`src/rtl/nanov_periph_bus_if.sv`:
```
// nanov_periph_bus_if
//   Load/store bus between the nanoV CPU external data port and the
//   peripheral block.
//   addr_in       : load/store address, qualified by store_addr_in
//   data_in       : store data, qualified by store_data_in
//   store_addr_in : one-cycle pulse, addr_in is a new load/store address
//   store_data_in : one-cycle pulse, data_in is store data for the latched address
//   data_read_in  : one-cycle pulse, CPU has consumed data_out for a load
//   data_out      : load read data, captured on store_addr_in
//   master modport = CPU side, slave modport = peripheral side.
interface nanov_periph_bus_if;
  logic [31:0] addr_in;
  logic [31:0] data_in;
  logic        store_addr_in;
  logic        store_data_in;
  logic        data_read_in;
  logic [31:0] data_out;

  modport master (
    output addr_in, data_in, store_addr_in, store_data_in, data_read_in,
    input  data_out
  );

  modport slave (
    input  addr_in, data_in, store_addr_in, store_data_in, data_read_in,
    output data_out
  );
endinterface

```
`src/rtl/nanov_periph_bus.sv`:
```
// nanov_periph_bus
//   Memory-mapped peripherals in the 0x10000xxx window behind the nanoV
//   CPU external data port: GPIO output register, synchronised GPIO input,
//   free-running cycle counter and an 8N1 UART with a 1-byte RX buffer.
//   Ports:
//     clk      : clock
//     rstn     : synchronous active-low reset
//     bus      : load/store bus (slave side), see nanov_periph_bus_if
//     gpio_out : GPIO output register
//     gpio_in  : asynchronous GPIO inputs
//     uart_tx  : UART transmit line, idle high
//     uart_rx  : asynchronous UART receive line
//   Register map (byte offset): 0x000 GPIO_OUT, 0x004 GPIO_IN, 0x008 CYCLES,
//   0x010 UART_DATA, 0x014 UART_STATUS {rx_overrun, rx_valid, tx_busy}.
module nanov_periph_bus #(
  parameter int CLKS_PER_BIT = 32
) (
  input  logic                     clk,
  input  logic                     rstn,
  nanov_periph_bus_if.slave        bus,
  output logic [7:0]               gpio_out,
  input  logic [7:0]               gpio_in,
  output logic                     uart_tx,
  input  logic                     uart_rx
);

  localparam int CNT_W = $clog2(CLKS_PER_BIT);
  localparam logic [CNT_W-1:0] BIT_LAST  = CNT_W'(CLKS_PER_BIT - 1);
  localparam logic [CNT_W-1:0] HALF_LAST = CNT_W'(CLKS_PER_BIT / 2 - 1);

  // Word offsets (byte offset >> 2)
  localparam logic [9:0] OFF_GPIO_OUT  = 10'd0;
  localparam logic [9:0] OFF_GPIO_IN   = 10'd1;
  localparam logic [9:0] OFF_CYCLES    = 10'd2;
  localparam logic [9:0] OFF_UART_DATA = 10'd4;
  localparam logic [9:0] OFF_UART_STAT = 10'd5;

  typedef enum logic [1:0] {TX_IDLE, TX_START, TX_DATA, TX_STOP} tx_state_t;
  typedef enum logic [1:0] {RX_IDLE, RX_START, RX_DATA, RX_STOP} rx_state_t;

  // Bus-side registers
  logic [31:0] data_out_reg;
  logic [7:0]  gpio_out_reg;
  logic [31:0] cycles_reg;
  logic        hit_reg;
  logic [9:0]  offset_reg;

  // Synchronisers
  logic [7:0]  gpio_meta_reg, gpio_sync_reg;
  logic        rx_meta_reg, rx_sync_reg, rx_prev_reg;

  // UART TX
  tx_state_t        tx_state_reg, tx_state_next;
  logic [CNT_W-1:0] tx_cnt_reg, tx_cnt_next;
  logic [2:0]       tx_bit_reg, tx_bit_next;
  logic [7:0]       tx_shift_reg, tx_shift_next;
  logic             tx_line;
  logic             tx_busy;
  logic             tx_start;

  // UART RX
  rx_state_t        rx_state_reg, rx_state_next;
  logic [CNT_W-1:0] rx_cnt_reg, rx_cnt_next;
  logic [2:0]       rx_bit_reg, rx_bit_next;
  logic [7:0]       rx_shift_reg, rx_shift_next;
  logic             rx_done;
  logic [7:0]       rx_byte_reg;
  logic             rx_valid_reg, rx_valid_next;
  logic             rx_overrun_reg, rx_overrun_next;
  logic             rx_clear;

  // Address decode of the live address (for the read capture)
  logic        addr_hit;
  logic [9:0]  addr_off;
  logic [31:0] rd_mux;

  // Byte lanes and address bits the register map never looks at
  logic unused_bits;
  assign unused_bits = ^{bus.addr_in[1:0], bus.data_in[31:8]};

  assign addr_hit = (bus.addr_in[31:12] == 20'h10000);
  assign addr_off = bus.addr_in[11:2];

  // Writes and clears always target the previously latched address, which
  // makes a same-cycle store_addr_in/store_data_in pair behave correctly.
  assign tx_start = bus.store_data_in && hit_reg && (offset_reg == OFF_UART_DATA);
  assign rx_clear = bus.data_read_in  && hit_reg && (offset_reg == OFF_UART_DATA);

  assign tx_busy  = (tx_state_reg != TX_IDLE);

  always_comb begin
    rd_mux = '0;
    if (addr_hit) begin
      case (addr_off)
        OFF_GPIO_OUT:  rd_mux = {24'd0, gpio_out_reg};
        OFF_GPIO_IN:   rd_mux = {24'd0, gpio_sync_reg};
        OFF_CYCLES:    rd_mux = cycles_reg;
        OFF_UART_DATA: rd_mux = {24'd0, rx_byte_reg};
        OFF_UART_STAT: rd_mux = {29'd0, rx_overrun_reg, rx_valid_reg, tx_busy};
        default:       rd_mux = '0;
      endcase
    end
  end

  always_ff @(posedge clk) begin
    if (!rstn) begin
      data_out_reg  <= '0;
      gpio_out_reg  <= '0;
      cycles_reg    <= '0;
      hit_reg       <= 1'b0;
      offset_reg    <= '0;
      gpio_meta_reg <= '1;
      gpio_sync_reg <= '1;
      rx_meta_reg   <= 1'b1;
      rx_sync_reg   <= 1'b1;
      rx_prev_reg   <= 1'b1;
      rx_byte_reg   <= '0;
    end else begin
      cycles_reg    <= cycles_reg + 32'd1;
      gpio_meta_reg <= gpio_in;
      gpio_sync_reg <= gpio_meta_reg;
      rx_meta_reg   <= uart_rx;
      rx_sync_reg   <= rx_meta_reg;
      rx_prev_reg   <= rx_sync_reg;
      if (bus.store_addr_in) begin
        hit_reg      <= addr_hit;
        offset_reg   <= addr_off;
        data_out_reg <= rd_mux;
      end
      if (bus.store_data_in && hit_reg && (offset_reg == OFF_GPIO_OUT))
        gpio_out_reg <= bus.data_in[7:0];
      if (rx_done)
        rx_byte_reg <= rx_shift_reg;
    end
  end

  // ---------------- UART TX ----------------
  always_ff @(posedge clk) begin
    if (!rstn) begin
      tx_state_reg <= TX_IDLE;
      tx_cnt_reg   <= '0;
      tx_bit_reg   <= '0;
      tx_shift_reg <= '0;
    end else begin
      tx_state_reg <= tx_state_next;
      tx_cnt_reg   <= tx_cnt_next;
      tx_bit_reg   <= tx_bit_next;
      tx_shift_reg <= tx_shift_next;
    end
  end

  always_comb begin
    tx_state_next = tx_state_reg;
    tx_cnt_next   = tx_cnt_reg;
    tx_bit_next   = tx_bit_reg;
    tx_shift_next = tx_shift_reg;
    tx_line       = 1'b1;
    case (tx_state_reg)
      TX_IDLE: begin
        // Writes while busy fall through every other state and are dropped.
        if (tx_start) begin
          tx_state_next = TX_START;
          tx_cnt_next   = '0;
          tx_shift_next = bus.data_in[7:0];
        end
      end
      TX_START: begin
        tx_line = 1'b0;
        if (tx_cnt_reg == BIT_LAST) begin
          tx_state_next = TX_DATA;
          tx_cnt_next   = '0;
          tx_bit_next   = '0;
        end else begin
          tx_cnt_next = tx_cnt_reg + CNT_W'(1);
        end
      end
      TX_DATA: begin
        tx_line = tx_shift_reg[0];
        if (tx_cnt_reg == BIT_LAST) begin
          tx_cnt_next   = '0;
          tx_shift_next = {1'b0, tx_shift_reg[7:1]};
          if (tx_bit_reg == 3'd7) tx_state_next = TX_STOP;
          else                    tx_bit_next   = tx_bit_reg + 3'd1;
        end else begin
          tx_cnt_next = tx_cnt_reg + CNT_W'(1);
        end
      end
      TX_STOP: begin
        if (tx_cnt_reg == BIT_LAST) tx_state_next = TX_IDLE;
        else                        tx_cnt_next   = tx_cnt_reg + CNT_W'(1);
      end
      default: tx_state_next = TX_IDLE;
    endcase
  end

  // ---------------- UART RX ----------------
  always_ff @(posedge clk) begin
    if (!rstn) begin
      rx_state_reg   <= RX_IDLE;
      rx_cnt_reg     <= '0;
      rx_bit_reg     <= '0;
      rx_shift_reg   <= '0;
      rx_valid_reg   <= 1'b0;
      rx_overrun_reg <= 1'b0;
    end else begin
      rx_state_reg   <= rx_state_next;
      rx_cnt_reg     <= rx_cnt_next;
      rx_bit_reg     <= rx_bit_next;
      rx_shift_reg   <= rx_shift_next;
      rx_valid_reg   <= rx_valid_next;
      rx_overrun_reg <= rx_overrun_next;
    end
  end

  always_comb begin
    rx_state_next = rx_state_reg;
    rx_cnt_next   = rx_cnt_reg;
    rx_bit_next   = rx_bit_reg;
    rx_shift_next = rx_shift_reg;
    rx_done       = 1'b0;
    case (rx_state_reg)
      RX_IDLE: begin
        if (rx_prev_reg && !rx_sync_reg) begin
          rx_state_next = RX_START;
          rx_cnt_next   = '0;
        end
      end
      RX_START: begin
        // Mid-start-bit check: a line already back high was only a glitch.
        if (rx_cnt_reg == HALF_LAST) begin
          rx_cnt_next = '0;
          rx_bit_next = '0;
          rx_state_next = rx_sync_reg ? RX_IDLE : RX_DATA;
        end else begin
          rx_cnt_next = rx_cnt_reg + CNT_W'(1);
        end
      end
      RX_DATA: begin
        if (rx_cnt_reg == BIT_LAST) begin
          rx_cnt_next   = '0;
          rx_shift_next = {rx_sync_reg, rx_shift_reg[7:1]};
          if (rx_bit_reg == 3'd7) rx_state_next = RX_STOP;
          else                    rx_bit_next   = rx_bit_reg + 3'd1;
        end else begin
          rx_cnt_next = rx_cnt_reg + CNT_W'(1);
        end
      end
      RX_STOP: begin
        // A low stop bit is a framing error: the byte is dropped silently.
        if (rx_cnt_reg == BIT_LAST) begin
          rx_state_next = RX_IDLE;
          rx_done       = rx_sync_reg;
        end else begin
          rx_cnt_next = rx_cnt_reg + CNT_W'(1);
        end
      end
      default: rx_state_next = RX_IDLE;
    endcase
  end

  // A completing byte beats a same-cycle clear; the clear still consumes
  // the previous byte, so that case is not an overrun.
  always_comb begin
    rx_valid_next   = rx_valid_reg;
    rx_overrun_next = rx_overrun_reg;
    if (rx_done) begin
      rx_valid_next   = 1'b1;
      rx_overrun_next = rx_clear ? 1'b0 : (rx_overrun_reg | rx_valid_reg);
    end else if (rx_clear) begin
      rx_valid_next   = 1'b0;
      rx_overrun_next = 1'b0;
    end
  end

  assign bus.data_out = data_out_reg;
  assign gpio_out     = gpio_out_reg;
  assign uart_tx      = tx_line;

endmodule

```
`src/flat_wrapper.sv`:
```
// flat-port wrapper written by rule: the top's interface ports become plain ports
module nanov_periph_bus_flat 
#(
  parameter int CLKS_PER_BIT = 32
)
  (clk, rstn, gpio_out, gpio_in, uart_tx, uart_rx, bus_addr_in, bus_data_in, bus_store_addr_in, bus_store_data_in, bus_data_read_in, bus_data_out);
  nanov_periph_bus_if bus_i ();
  input  logic clk;
  input  logic rstn;
  output logic [7:0] gpio_out;
  input  logic [7:0] gpio_in;
  output logic uart_tx;
  input  logic uart_rx;
  input wire logic [$bits(bus_i.addr_in)-1:0] bus_addr_in;
  input wire logic [$bits(bus_i.data_in)-1:0] bus_data_in;
  input wire logic [$bits(bus_i.store_addr_in)-1:0] bus_store_addr_in;
  input wire logic [$bits(bus_i.store_data_in)-1:0] bus_store_data_in;
  input wire logic [$bits(bus_i.data_read_in)-1:0] bus_data_read_in;
  output wire logic [$bits(bus_i.data_out)-1:0] bus_data_out;
  assign bus_i.addr_in = bus_addr_in;
  assign bus_i.data_in = bus_data_in;
  assign bus_i.store_addr_in = bus_store_addr_in;
  assign bus_i.store_data_in = bus_store_data_in;
  assign bus_i.data_read_in = bus_data_read_in;
  assign bus_data_out = bus_i.data_out;
  nanov_periph_bus #(.CLKS_PER_BIT(CLKS_PER_BIT)) u_core (.clk(clk), .rstn(rstn), .bus(bus_i), .gpio_out(gpio_out), .gpio_in(gpio_in), .uart_tx(uart_tx), .uart_rx(uart_rx));
endmodule
```
`config.mk`:
```
export PLATFORM = sky130hd
export DESIGN_NAME = nanov_periph_bus_flat
export DESIGN_NICKNAME = d
export VERILOG_FILES = /design/src/rtl/nanov_periph_bus_if.sv /design/src/rtl/nanov_periph_bus.sv /design/src/flat_wrapper.sv
export SDC_FILE = /design/constraint.sdc
export NUM_CORES = 1
export LEC_CHECK = 0
export CAP_MARGIN = 20
export CORE_MARGIN = 4
export CORE_UTILIZATION = 40
export DETAILED_ROUTE_END_ITERATION = 8
export GPL_TIMING_DRIVEN = 0
export PLACE_DENSITY = 0.76
export SLEW_MARGIN = 20
export SYNTH_ARGS = -nofsm -noshare
export SYNTH_HDL_FRONTEND = slang
export SYNTH_SLANG_ARGS = --single-unit
export TNS_END_PERCENT = 10
```
`constraint.sdc`:
```
create_clock -name clk -period 3.2 [get_ports clk]
set_clock_uncertainty 0.2 [all_clocks]
set_input_delay 0.96 -clock clk [delete_from_list [all_inputs] [get_ports clk]]
set_output_delay 0.96 -clock clk [all_outputs]
set_load 0.005 [all_outputs]
```
==> flow_summary.yaml, run 1 <==
clocking:
  postCtsSetupBuffers: 0
  insertion_delay_ns: 0.43
  clockRootBuffer: "clkbuf_16"
  cts_buffers: 17
  cts.sinks: 148
  cts_tree: "done"
  path_clk_slew_ns: 0.06
  cts_max_level: 4
  holdBufCountCts: 0
  cts.path.max_buffers: 2
timing:
  fin_crit_ns: 3.10
  worst_pin_slew_ns: 0.711
  period_share_pct: 97.0
  slew_headroom_pct: 52.6
  finalSetupViolations: 0
  final_hold_viol_count: 0
  fmax_mhz: 322
  worst_hold_slack_ns: 0.206
  rsz0062_at_grt: "no"
  finalMaxSlewViolations: 0
outcome:
  status: "completed"
pwr:
  leakage_uw: 0.00289
  p_seq_share_pct: 46.8
  internal_power_uw: 3080
  vdd_drop_max_v: 0.000355
  p_switching_uw: 936
  swShare_pct: 23.3
  powerDensity_nw_per_um2: 506
  power.share.combinational_pct: 4.9
  clockPowerShare_pct: 48.3
worst_setup_path:
  path_class: "flip-flop to primary output"
  crit_path_end_kind: "primary output"
  cp.arrival_ns: 1.94
  timing.rr.end: "u_core.rx_bit_reg[0]"
  r2r_start: "u_core.rx_cnt_reg[0]"
  r2r_slack_ns: 0.77
  crit_path_start_kind: "flip-flop"
  path_max_fanout: 10
  cp.required_ns: 2.04
  reg2regPathDepth: 7
final_layout:
  multi_input_area_um2: 3020
  area_delta_synth_final_pct: 28.6
  drive_gt1_share_pct: 7.48
  antenna_cells: 0
  post-route-util_pct: 52.4
  n_fill_cell: 1370
  final_common_cell: "dfxtp_1"
  final_cell_mix: "148 x dfxtp_1, 92 x clkdlybuf4s50_1, 85 x nor2_1, 60 x nand2_1, 40 x mux2i_1"
  seqCellArea_um2: 2960
  finalNetCount: 869
detailed_routing:
  wire_per_inst_um: 14.9
  drt_iter0_markers: 416
  drc_errors: 0
  detail-route-antenna-nets: 0
  routed_via_density: 5.17
  detailedRoute.firstPassIterationCount: 4
  routed_wl_mm: 14.6
  vias: 5051
synth:
  yosysSeqAreaShare_pct: 48.0
  async_flop_share_pct: 0
  synth-edff-count: 0
  syn-cell-area_um2: 6180
  synth_cell_types: 56
  ys.flop_type: "dfxtp_1"
  syn_nets: 758
  synth.avg_cell_area_um2: 9.29
  synth-seq-cells: 148
  synthCells: 665
  synth_warnings: 0
hold_path:
  min_to: "u_core.gpio_sync_reg[5]"
  min_path_type: "flip-flop to flip-flop"
  worstHoldStart: "u_core.gpio_meta_reg[5]"
  min_path_cells: 1
floorplanning:
  core.rowCount: 45
  boundaryPins: 119
  die_y_um: 132
  die_area_um2: 17500
  die_x_um: 132
  start_util_pct: 40.8
  core_um2: 15100
placement:
  gp_congestion: 0.797
  io_buffers: 92
  hpwl_mm: 10.7
grt:
  grt_usage_pct: 17.1
  grt_pass1_wl_mm: 24.0
  grt_overflow: 0
  antenna_found_initial: 0
  grt_pass1_vias: 4731
  grt_max_degree: 17
run:
  drv_cap: 0
-- cell families (layout without fill, tap and decap cells) --
group                      count (synthesis)  after routing  synth area share [%]
and+or+nand+nor                          277            277                  22.3
DFF                                      148            148                  48.0
adders and majority gates                 15             15                  3.04
xor gates and xnor gates                  26             26                  3.69
AOI/OAI and AO/OA                        110            110                  12.6
buffers and inverters                     47            171                  3.32
muxes                                     42             42                  7.03
-- power by group through the flow --
stage / combinational [uW] / sequential [uW] / clock, uW
final: 196 / 1880 / 1940
after floorplan: 95.3 / 1920 / 0
after detailed placement: 197 / 1920 / 0
after global placement: 194 / 1920 / 0
after CTS: 198 / 1880 / 1980
after global routing: 216 / 1880 / 2070
-- critical path, cell delays in order, from the launching register on --
cell             delay, ns
dfxtp_1               0.34
inv_1                 0.13
ha_4                  0.17
buf_8                 0.15
mux2i_1               0.19
clkdlybuf4s50_1       0.52
-- worst max-delay path by stage --
stage / from / endpoint / slack (ns) / cells past startpoint
6_report: u_core.tx_state_reg[0] / uart_tx / 0.1 / 5
3_5_place_dp: rstn / u_core.gpio_out[5] / -0.30 / 6
2_1_floorplan: bus_addr_in[12] / u_core.bus.data_out[13] / 0.55 / 6
3_3_place_gp: rstn / u_core.bus.data_out[27] / -0.27 / 7
4_1_cts: u_core.tx_state_reg[0] / uart_tx / 0.02 / 5
5_1_grt: u_core.tx_state_reg[0] / uart_tx / 0.01 / 5
-- final cells by class --
class,count,share of cell area (%)
clock inverter,13,1.75
timing repair buffer,92,11.6
buffer,34,2.14
inverter,13,0.615
sequential,148,37.3
clock buffer,19,5.58
multi-input combinational,470,38.0
tap,188,2.96
-- per-stage QoR --
step                      setup WS [ns]  instance area, um2  total power (uW)  setup TNS, ns  instances
after CTS                        0.0202                7920              4050              0        977
final                            0.0970                7940              4020              0        977
after floorplan                   0.551                6180              2010              0        665
after detailed placement         -0.297                7330              2120         -12.79        945
after global routing             0.0112                7940              4170              0        977
after global placement           -0.266                7330              2110         -11.49        945
-- metal layers --
layer | GRT usage [%] | part of all wire, %
met1 | 22.6 | 46
met2 | 26.6 | 46
met3 | 4.96 | 6.2
met4 | 6.58 | 1.8
met5 | 0 | 0
-- cells in the mapped netlist, types with 8 or more instances --
master,count,area [um2]
o21ai_0,14,70.1
nor2_1,85,319
nor2b_1,8,50.1
nor4_1,15,93.8
ha_1,15,188
a22o_1,34,298
dfxtp_1,148,2960
mux2i_1,40,400
nand4_1,14,87.6
nand2_1,60,225
a21oi_1,37,185
xor2_1,13,114
nand3_1,28,140
xnor2_1,13,114
nand2b_1,25,156
clkbuf_1,22,82.6
inv_1,13,48.8
-- what timing repair did --
action,4_1_cts,5_1_grt
setup endpoints to repair,1,21
hold endpoints to repair,0,0
gates resized for setup,4,5
Note: power is estimated with default switching activity, not from simulation.
==> inputs of run 2 (changes only) <==
--- a/config.mk
+++ b/config.mk
@@ -9,8 +9,10 @@
 export CORE_MARGIN = 4
 export CORE_UTILIZATION = 40
 export DETAILED_ROUTE_END_ITERATION = 8
+export GPL_ROUTABILITY_DRIVEN = 0
 export GPL_TIMING_DRIVEN = 0
 export PLACE_DENSITY = 0.76
+export RECOVER_POWER = 25
 export SLEW_MARGIN = 20
 export SYNTH_ARGS = -nofsm -noshare
 export SYNTH_HDL_FRONTEND = slang
==> run 2 against run 1 <==
Compared with the run above: final cell count unchanged; clock power hardly changed; global-route usage is the same; hold slack unchanged; largest cell class unchanged; critical endpoint unchanged; wire length about the same; power hardly changed; cell area unchanged; count of clock-buffer cells in the layout stayed put; sequential cell count stayed put.
==> flow_summary.yaml, run 2 (synthesis results as in run 1) <==
detailed_routing:
  wire_per_inst_um: 14.9
  drc_errors: 0
  drt_iter0_markers: 411
  routed_via_density: 5.17
  detail-route-antenna-nets: 0
  vias: 5055
  routed_wl_mm: 14.6
  detailedRoute.firstPassIterationCount: 4
clocking:
  postCtsSetupBuffers: 0
  cts_tree: "done"
  cts.sinks: 148
  insertion_delay_ns: 0.43
  cts-resized-gates: 4
  cts_buffers: 17
  path_clk_slew_ns: 0.06
  clockRootBuffer: "clkbuf_16"
  cts_max_level: 4
  holdBufCountCts: 0
  cts.path.max_buffers: 2
final_layout:
  area_delta_synth_final_pct: 28.6
  finalNetCount: 869
  final_cell_mix: "148 x dfxtp_1, 85 x nor2_1, 64 x clkdlybuf4s50_1, 60 x nand2_1, 40 x mux2i_1"
  antenna_cells: 0
  final_cells: 977
  drive_gt1_share_pct: 7.48
  final_common_cell: "dfxtp_1"
  post-route-util_pct: 52.4
timing:
  period_share_pct: 97.0
  worst_hold_slack_ns: 0.206
  final_hold_viol_count: 0
  rsz0062_at_grt: "no"
  finalSetupViolations: 0
  worst_pin_slew_ns: 0.725
  finalMaxSlewViolations: 0
  fin_tns_setup_ns: 0
  fmax_mhz: 322
  slew_headroom_pct: 51.7
  fin_crit_ns: 3.10
floorplanning:
  die_area_um2: 17500
  die_x_um: 132
  boundaryPins: 119
  die_y_um: 132
  core_um2: 15100
  core.rowCount: 45
  start_util_pct: 40.8
worst_setup_path:
  crit_path_end_kind: "primary output"
  r2r_start: "u_core.rx_cnt_reg[0]"
  reg2regPathDepth: 7
  cp.required_ns: 2.04
  crit_path_start_kind: "flip-flop"
  path_max_fanout: 10
  r2r_slack_ns: 0.77
  timing.rr.end: "u_core.rx_bit_reg[0]"
  cp.arrival_ns: 1.94
  path_class: "flip-flop to primary output"
  worstSetupStartpoint: "u_core.tx_state_reg[0]"
  cp-endpoint: "uart_tx"
pwr:
  power_uw: 4020
  vdd_drop_max_v: 0.000355
  leakage_uw: 0.00299
  powerDensity_nw_per_um2: 506
grt:
  grt_pass1_wl_mm: 24.0
  grt_usage_pct: 17.1
  grt_max_degree: 17
  antenna_found_initial: 0
  grt_pass1_vias: 4731
  grt_overflow: 0
placement:
  hpwl_mm: 10.7
  io_buffers: 92
  placed_cells: 945
outcome:
  status: "completed"
run:
  drv_cap: 0
hold_path:
  min_path_type: "flip-flop to flip-flop"
  worstHoldStart: "u_core.gpio_meta_reg[5]"
run 2: changes by cell type in the layout (fill, tap and decap cells not counted), sizes merged:
| cell | previous run | this run |
|---|---|---|
| dlygate4sd3 | 0 | 28 |
| clkdlybuf4s50 | 92 | 64 |
run 2: area by class of cell:
type | instances | area, um2
well taps | 188 | 235
multi-input cells | 470 | 3020
clock inverters | 13 | 139
clock buffers | 19 | 443
fillers | 1370 | 7210
flip-flops and latches | 148 | 2960
inverters | 13 | 48.8
plain buffers | 34 | 170
repair buffers | 92 | 921
run 2: power by group:
| group | internal [uW] | leakage [uW] | switching, uW |
|---|---|---|---|
| registers | 1870 | 0.00120 | 14.5 |
| logic | 98.2 | 0.00152 | 98.3 |
| clock network | 1120 | 0.000277 | 824 |
run 2: worst min path at each step:
stage	to	slack [ns]	depth (start not counted)
6_report	u_core.gpio_sync_reg[5]	0.21	1
5_1_grt	u_core.gpio_sync_reg[3]	0.23	1
4_1_cts	u_core.gpio_sync_reg[7]	0.21	1
3_5_place_dp	u_core.gpio_sync_reg[5]	0.19	1
3_3_place_gp	u_core.gpio_sync_reg[7]	0.19	1
2_1_floorplan	u_core.gpio_sync_reg[0]	0.19	1
run 2: per-stage QoR:
step | area, um2 | setup WS [ns]
finish | 7940 | 0.0971
global route | 7940 | 0.0112
CTS | 7920 | 0.0202
detailed placement | 7330 | -0.297
global placement | 7330 | -0.266
floorplan | 6180 | 0.551
run 2: critical path: stages, from the launching register on:
cell             delay, ns
dfxtp_1               0.34
inv_1                 0.13
ha_4                  0.17
buf_8                 0.15
mux2i_1               0.19
clkdlybuf4s50_1       0.52
run 2: layer usage:
metal  up-vias  track usage (%)  share of wire [%]
li1       2567                -                  -
met1      2328             22.6                 46
met3        20             4.96                6.4
met5         -                0                  0
met4         0             6.58                1.8
met2       140             26.6                 46
